--- src/rtl/bcam_pkg.sv ---
// Shared definitions for the BCAM match encoder: FSM state encoding and default depth.
package bcam_pkg;

  localparam int BCAM_DEPTH_DEFAULT = 16;

  typedef enum logic {
    IDLE = 1'b0,
    EMIT = 1'b1
  } bcam_state_e;

endpackage

--- src/rtl/bcam_prio_enc.sv ---
// Combinational lowest-set-bit finder; index 0 has the highest priority.
module bcam_prio_enc
  import bcam_pkg::*;
#(
  parameter int DEPTH  = BCAM_DEPTH_DEFAULT,
  parameter int ADDR_W = $clog2(DEPTH)
) (
  input  logic [DEPTH-1:0]  vec_i,
  output logic [ADDR_W-1:0] idx_o,
  output logic              any_o
);

  // Scanning downward lets the lowest set bit win the last assignment.
  always_comb begin
    idx_o = '0;
    any_o = |vec_i;
    for (int i = DEPTH - 1; i >= 0; i--) begin
      if (vec_i[i]) begin
        idx_o = ADDR_W'(i);
      end
    end
  end

endmodule

--- src/rtl/bcam_match_encoder.sv ---
// Turns a CAM match vector into a stream of matching entry indices.
// Define BCAM_MULTI_MATCH_EN to emit every match; otherwise only the lowest match is reported.
module bcam_match_encoder
  import bcam_pkg::*;
#(
  parameter int DEPTH  = BCAM_DEPTH_DEFAULT,
  parameter int ADDR_W = $clog2(DEPTH)
) (
  input  logic              clk,
  input  logic              rst,
  input  logic              match_valid,
  output logic              match_ready,
  input  logic [DEPTH-1:0]  match_vec,
  output logic              addr_valid,
  input  logic              addr_ready,
  output logic [ADDR_W-1:0] addr,
  output logic              hit,
  output logic              last
);

  bcam_state_e       state_q, state_d;
  logic [DEPTH-1:0]  pending_q, pending_d;
  logic              addr_valid_q, addr_valid_d;
  logic [ADDR_W-1:0] addr_q, addr_d;
  logic              hit_q, hit_d;
  logic              last_q, last_d;
  logic [ADDR_W-1:0] enc_idx;
  logic              enc_any;
  logic [DEPTH-1:0]  sent_mask;

  // Encoding the next pending value lets the beat outputs come straight from flops.
  bcam_prio_enc #(
    .DEPTH  (DEPTH),
    .ADDR_W (ADDR_W)
  ) u_prio_enc (
    .vec_i (pending_d),
    .idx_o (enc_idx),
    .any_o (enc_any)
  );

  assign sent_mask = DEPTH'(1) << addr_q;

  always_comb begin
    state_d   = state_q;
    pending_d = pending_q;
    unique case (state_q)
      IDLE: begin
        if (match_valid) begin
          pending_d = match_vec;
          state_d   = EMIT;
        end
      end
      EMIT: begin
        if (addr_ready) begin
          if (last_q) begin
            state_d   = IDLE;
            pending_d = '0;
          end else begin
            pending_d = pending_q & ~sent_mask;
          end
        end
      end
      default: state_d = IDLE;
    endcase
  end

  always_comb begin
    addr_valid_d = (state_d == EMIT);
    hit_d        = addr_valid_d & enc_any;
    addr_d       = hit_d ? enc_idx : '0;
`ifdef BCAM_MULTI_MATCH_EN
    // A miss is a single terminal beat; otherwise stop when one bit remains.
    last_d = addr_valid_d &
             (!enc_any || ((pending_d & (pending_d - DEPTH'(1))) == '0));
`else
    last_d = addr_valid_d;
`endif
  end

  always_ff @(posedge clk) begin
    if (rst) begin
      state_q      <= IDLE;
      pending_q    <= '0;
      addr_valid_q <= 1'b0;
      addr_q       <= '0;
      hit_q        <= 1'b0;
      last_q       <= 1'b0;
    end else begin
      state_q      <= state_d;
      pending_q    <= pending_d;
      addr_valid_q <= addr_valid_d;
      addr_q       <= addr_d;
      hit_q        <= hit_d;
      last_q       <= last_d;
    end
  end

  assign match_ready = (state_q == IDLE) && !rst;
  assign addr_valid  = addr_valid_q;
  assign addr        = addr_q;
  assign hit         = hit_q;
  assign last        = last_q;

endmodule
--- config.mk ---
export PLATFORM = sky130hd
export DESIGN_NAME = bcam_match_encoder
export DESIGN_NICKNAME = d
export VERILOG_FILES = /design/src/rtl/bcam_pkg.sv /design/src/rtl/bcam_prio_enc.sv /design/src/rtl/bcam_match_encoder.sv
export SDC_FILE = /design/constraint.sdc
export NUM_CORES = 1
export LEC_CHECK = 0
export ABC_AREA = 1
export CAP_MARGIN = 20
export CELL_PAD_IN_SITES_DETAIL_PLACEMENT = 1
export CELL_PAD_IN_SITES_GLOBAL_PLACEMENT = 1
export CORE_MARGIN = 2
export CORE_UTILIZATION = 25
export CTS_CLUSTER_SIZE = 8
export DETAILED_ROUTE_END_ITERATION = 16
export HOLD_SLACK_MARGIN = 0.15
export PLACE_DENSITY = 0.7
export SLEW_MARGIN = 30
export SYNTH_ARGS = -nofsm -noshare
export SYNTH_HDL_FRONTEND = slang
export SYNTH_SLANG_ARGS = --single-unit
--- constraint.sdc ---
create_clock -name clk -period 2.5 [get_ports clk]
set_input_delay 0.75 -clock clk [delete_from_list [all_inputs] [get_ports clk]]
set_output_delay 0.75 -clock clk [all_outputs]
set_load 0.05 [all_outputs]
==> flow_summary.json, run 1 <==
{
  "clock_path_buffers": 2,
  "io_buffer_count": 27,
  "grt_antenna_before_repair": 0,
  "utilization_pct": 38.9,
  "routed_wl_um": 3130,
  "endpoint_kind": "output pin",
  "multi_input_area_um2": 578,
  "core_mm2": 0.00432,
  "max_cap_violations": 0,
  "cts_tree": "yes",
  "first_pass_iters": 4,
  "clk_latency_ns": 0.27,
  "worst_setup_path_start_kind": "flip-flop",
  "syn_area_per_cell_um2": 6.93,
  "synth_top_cells_by_area": "dfxtp_1, nand2_1, nor2_1",
  "fin_crit_ns": 2.34,
  "crit_path_top_delay_cell": "clkdlybuf4s50_1",
  "rsz0062_at_grt": "no",
  "vdd_ir_drop_max_mv": 0.207,
  "cpPeakStageDelay_ns": 0.85,
  "grt_pass1_wl_um": 5310,
  "dr.first_iter.drc_count": 32,
  "rows": 24,
  "synth.top_cell.area_share_pct": 39.5,
  "syn_area_mm2": 0.00112,
  "drv_slew": 0,
  "fmax_ghz": 0.428,
  "diodes": 0,
  "cp_num_buf_inv": 1,
  "finClkSkew_ns": 0.000973,
  "dp_hpwl_um": 2400,
  "grt_max_degree": 19,
  "place_congestion": 0.763,
  "worstSetupPathType": "reg2out",
  "critical-path-top-delay-family": "buffers and inverters",
  "nets": 230,
  "power_density_mw_per_mm2": 603,
  "setup_viol": 0,
  "hold_violations": 0,
  "cts_buffers": 3,
  "die_x_um": 70.8,
  "power_leakage_nw": 0.827,
  "start_util_pct": 25.8,
  "fillCellCount": 566,
  "drc_errors": 0,
  "min_period_over_period_pct": 93.4,
  "required_ns": 1.75,
  "vias": 1154,
  "yosys.area.top_type": "dfxtp_1",
  "drt-wirelength-per-cell_um": 12.0,
  "die_height_um": 70.8,
  "worstMarginPinSlew_ns": 0.505,
  "grt_overflow": 0,
  "postRouteAntennaNets": 0,
  "grt_usage_pct": 13.6,
  "hold_class": "reg2reg",
  "drive_gt1_share_pct": 22.5,
  "yosysUniqueCellTypes": 21,
  "syn_nets": 181,
  "clock_sinks": 22,
  "area_growth_pct": 50.8,
  "grt_pass1_vias": 1231,
  "h-tree-depth": 1,
  "holdBufCountCts": 0,
  "cp.arrival_ns": 1.59,
  "timing.slew.headroom_pct": 66.2,
  "viasPerCell": 4.42,
  "hold_ws_ns": 0.632,
  "syn_inst": 161,
  "ioPinCount": 28,
  "worstPathCellList": "clkdlybuf4s50_1",
  "dieArea_mm2": 0.00501,
  "path_clk_slew_ns": 0.08,
  "ys_ff_latch": 22,
  "final-seq-area_um2": 440,
  "status": "finished, final reports clean",
  "synth_warnings": 0,
  "yosysSeqAreaShare_pct": 39.5,
  "crit_path_max_fanout": 5,
  "ff2ff_setup_slack_ns": 0.66,
  "cts_root_buf": "clkbuf_8"
}
final cells by class:
class / instances / share of cell area [%]
Inverter: 8 / 1.93
Tap cell: 52 / 3.87
Clock inverter: 1 / 1.78
Clock buffer: 3 / 2.45
Multi-Input combinational cell: 123 / 34.3
Sequential cell: 22 / 26.2
Timing Repair Buffer: 52 / 29.4
registers in the layout, indices dropped and copies added, names as in the netlist:
signal,flops
addr,4
hit,1
last,1
pending_q,16
Yosys cell counts:
cell	n
nand2_1	62
nor2_1	23
dfxtp_1	22
nand3_1	14
nand2_2	11
inv_1	7
buf_4	4
a21oi_1	3
mux2_1	2
o21ai_0	2
a211oi_1	1
a31oi_1	1
buf_12	1
buf_2	1
buf_6	1
clkbuf_1	1
inv_4	1
nand2_8	1
nor3_2	1
nor3_4	1
o21bai_1	1
cells by family after synthesis:
group / Yosys count / share of synthesized area, %
multiplexers: 2 / 2.02
flip-flops: 22 / 39.5
AND/OR/NAND/NOR: 113 / 45.2
buffers and inverters: 16 / 9.19
AO/OA/AOI/OAI: 8 / 4.15
layout by cell type (no fill, tap or decap):
cell	netlist	layout
dfxtp_1	22	22
buf_12	1	3
nor2_1	23	21
nand2_1	62	62
inv_1	7	7
buf_4	4	23
nor3_4	1	1
o21bai_1	1	1
a31oi_1	1	1
a21oi_1	3	3
clkbuf_8	0	3
bufinv_16	0	1
nand2_8	1	1
clkdlybuf4s50_1	0	25
mux2_1	2	2
dlymetal6s2s_1	0	1
a211oi_1	1	1
nand2_2	11	11
nor3_2	1	1
inv_4	1	1
nand3_1	14	14
nor2_2	0	2
o21ai_0	2	2
path summary, 6_finish.rpt:
kind              cells after the start          from            to
setup / recovery                      1          last    addr_valid
hold / removal                        5  pending_q[5]  pending_q[5]
setup reg to reg                     18          last       addr[0]
hold reg to reg                       5  pending_q[5]  pending_q[5]
per-layer routing:
metal  GRT usage [%]  vias to the layer above  wire length, um
met4            5.66                        0               61
li1                -                      595                -
met1            14.5                      535             1310
met3            2.42                        5              117
met5               0                        -                0
met2            26.1                       19             1640
stage by stage:
stage / cell area (um2) / instances / TNS, ns / worst slack [ns] / power, mW
detailed placement: 1610 / 257 / -0.522 / -0.136 / 0.691
CTS: 1680 / 261 / 0 / 0.129 / 1.04
global placement: 1610 / 257 / -0.304 / -0.0792 / 0.684
floorplan: 1120 / 161 / 0 / 0.191 / 0.557
global route: 1680 / 261 / 0 / 0.0921 / 1.07
finish: 1680 / 261 / 0 / 0.164 / 1.02
where the power goes:
group	total [mW]	leakage [nW]	switching [mW]	internal, mW
logic	0.300	0.611	0.161	0.138
clock network	0.335	0.0357	0.121	0.214
registers	0.380	0.180	0.00866	0.372
repair_timing:
item,CTS,global route
gates resized for setup,0,2
setup endpoints to repair,0,4
buffers inserted,0,0
(Power assumes the default switching activity.)
==> run 2: changes to the inputs <==
--- a/config.mk
+++ b/config.mk
@@ -13,6 +13,7 @@
 export CORE_UTILIZATION = 25
 export CTS_CLUSTER_SIZE = 8
 export DETAILED_ROUTE_END_ITERATION = 16
+export GPL_ROUTABILITY_DRIVEN = 0
 export HOLD_SLACK_MARGIN = 0.15
 export PLACE_DENSITY = 0.7
 export SLEW_MARGIN = 30
==> constraint.sdc (replaced) <==
create_clock -name clk -period 2.55 [get_ports clk]
set_input_delay 0.765 -clock clk [delete_from_list [all_inputs] [get_ports clk]]
set_output_delay 0.765 -clock clk [all_outputs]
set_load 0.05 [all_outputs]
==> run 2 against run 1 <==
Compared with the run above: design area down 1.3%; utilization down 0.49 points; sequential power down 2%; largest power group unchanged; first-iteration DRC count down 28%; largest cell class unchanged; worst hold slack worse by 0.061 ns; flip-flop and latch count unchanged; via count down 3.7%.
==> flow_summary.json, run 2 (synthesis results as in run 1) <==
{
  "dr.first_iter.drc_count": 23,
  "endpoint_kind": "flip-flop",
  "grt_pass1_vias": 1144,
  "regMostFlops": "pending_q",
  "clock_path_buffers": 2,
  "cts_buffers": 3,
  "clkPwrFrac_pct": 33.2,
  "cts_root_buf": "clkbuf_8",
  "start_util_pct": 25.8,
  "postRouteAntennaNets": 0,
  "fin_crit_ns": 2.37,
  "wl_met3_um": 116,
  "dp_hpwl_um": 2320,
  "path_clk_slew_ns": 0.09,
  "io_buffer_count": 27,
  "fmax_ghz": 0.421,
  "dieArea_mm2": 0.00501,
  "h-tree-depth": 1,
  "timing.slew.headroom_pct": 66.5,
  "largest_reg_flops": 16,
  "layout.cells.non_filler": 258,
  "drive_gt1_share_pct": 20.9,
  "clock_sinks": 22,
  "layout_commonest_cell": "nand2_1",
  "finClkSkew_ns": 0.00330,
  "dp_cells": 254,
  "drt-wirelength-per-cell_um": 11.9,
  "met2_wirelength_um": 1570,
  "hold_class": "reg2reg",
  "die_x_um": 70.8,
  "core_mm2": 0.00432,
  "vdd_ir_drop_max_mv": 0.246,
  "min_period_over_period_pct": 93.1,
  "seqPwrFrac_pct": 37.7,
  "ioPinCount": 28,
  "cp.arrival_ns": 2.55,
  "die_height_um": 70.8,
  "grt_max_degree": 19,
  "first_pass_iters": 4,
  "crit_path_max_fanout": 12,
  "wl_met1_um": 1360,
  "worstMarginPinSlew_ns": 0.502,
  "final_cell_mix": "nand2_1, clkdlybuf4s50_1, nor2_1, dfxtp_1, buf_4",
  "drc_errors": 0,
  "crit_path_frequent_cell": "nand2_1",
  "routed_wl_um": 3080,
  "power_density_mw_per_mm2": 596,
  "holdBufCountCts": 0,
  "nets": 227,
  "hold_violations": 0,
  "grt_usage_pct": 13.1,
  "grt_antenna_before_repair": 0,
  "power_leakage_nw": 0.810,
  "required_ns": 2.73,
  "rows": 24,
  "clk_latency_ns": 0.26,
  "drv_slew": 0,
  "internal_power_mw": 0.706,
  "crit_path_top_delay_cell": "clkdlybuf4s50_1",
  "grt_pass1_wl_um": 5160,
  "viasPerCell": 4.31,
  "switching_share_pct": 28.7,
  "worst_setup_path_start_kind": "input pin",
  "setup_viol": 0,
  "setup_tns_ns": 0,
  "status": "finished, final reports clean",
  "area_growth_pct": 48.9,
  "combPwrFrac_pct": 29.1,
  "vias": 1111,
  "worstPathCellList": "clkdlybuf4s50_1 -> buf_12 -> buf_4 -> nand3_1 -> nand2_1 -> nand2_2 -> nand2_1 -> nor2_1 -> nand2_1 -> nor3_4 -> nor3_4 -> nand2_2 -> a211oi_1",
  "net-switching-power_mw": 0.285,
  "grt_overflow": 0,
  "cts_tree": "yes",
  "worstSetupPathType": "in2reg",
  "route.top_layer_used": "met4",
  "diodes": 0,
  "fillCellCount": 549,
  "cpPeakStageDelay_ns": 0.50,
  "max_cap_violations": 0
}
==> run 2: cell types whose count changed in the layout (fill, tap and decap cells not counted) <==
cell             delta
buf_4               -3
clkdlybuf4s50_1     +1
dlymetal6s2s_1      -1
nor2_1              +1
nor2_2              -1
nor3_2              -1
nor3_4              +1
==> run 2: final timing paths <==
| kind | endpoint | cells after the start | start | slack [ns] |
|---|---|---|---|---|
| max | addr[2] | 13 | match_valid | 0.18 |
| min | pending_q[3] | 4 | pending_q[3] | 0.57 |
| max reg2reg | addr[0] | 18 | last | 0.70 |
| min reg2reg | pending_q[3] | 4 | pending_q[3] | 0.57 |
==> run 2: timing repair <==
action | 4_1_cts | 5_1_grt
resized for setup | 0 | 1
setup buffers | 0 | 0
endpoints found under the setup margin | 0 | 2
==> run 2: layout make-up <==
type	instances	area [um2]	area share, %
inverters	8	32.5	1.96
clock buffers	3	41.3	2.48
repair buffers	49	470	28.3
well taps	52	65.1	3.92
flip-flops and latches	22	440	26.5
clock inverters	1	30.0	1.81
multi-input cells	123	582	35.0
==> run 2: metal layers <==
metal,up-vias,global-route usage [%]
met1,499,14.8
met4,0,3.77
met2,22,25.0
met5,-,0
li1,588,-
met3,2,2.28
==> run 2: power by group through the flow <==
stage	sequential (mW)	combinational [mW]	clock [mW]
detailed placement	0.381	0.288	0
CTS	0.374	0.291	0.336
finish	0.373	0.288	0.329
floorplan	0.402	0.144	0
global placement	0.381	0.285	0
global route	0.375	0.319	0.349
==> run 2: metrics by stage <==
stage               utilization [%]  instance area [um2]  worst slack, ns  total power [mW]  hold WS [ns]
floorplan                         -                 1120            0.211             0.546         0.517
finish                         38.4                 1660            0.177             0.990         0.572
global placement               36.6                 1580          -0.0486             0.666         0.554
detailed placement             36.6                 1580           -0.127             0.670         0.565
CTS                            38.3                 1660            0.163              1.00         0.578
global route                   38.4                 1660          -0.0108              1.04         0.604
==> run 2: worst max-delay path: cells and delay by family <==
| family | cells | cell delay, ns |
|---|---|---|
| simple gates | 9 | 0.83 |
| buf+inv | 3 | 0.80 |
| compound gates | 1 | 0.17 |
==> run 3: changes to the inputs <==
--- a/config.mk
+++ b/config.mk
@@ -11,12 +11,11 @@
 export CELL_PAD_IN_SITES_GLOBAL_PLACEMENT = 1
 export CORE_MARGIN = 2
 export CORE_UTILIZATION = 25
-export CTS_CLUSTER_SIZE = 8
 export DETAILED_ROUTE_END_ITERATION = 16
 export GPL_ROUTABILITY_DRIVEN = 0
 export HOLD_SLACK_MARGIN = 0.15
 export PLACE_DENSITY = 0.7
-export SLEW_MARGIN = 30
+export SLEW_MARGIN = 20
 export SYNTH_ARGS = -nofsm -noshare
 export SYNTH_HDL_FRONTEND = slang
 export SYNTH_SLANG_ARGS = --single-unit
==> results of run 3 <==
The final DEF is identical to that of run 2; final timing and power are the same.
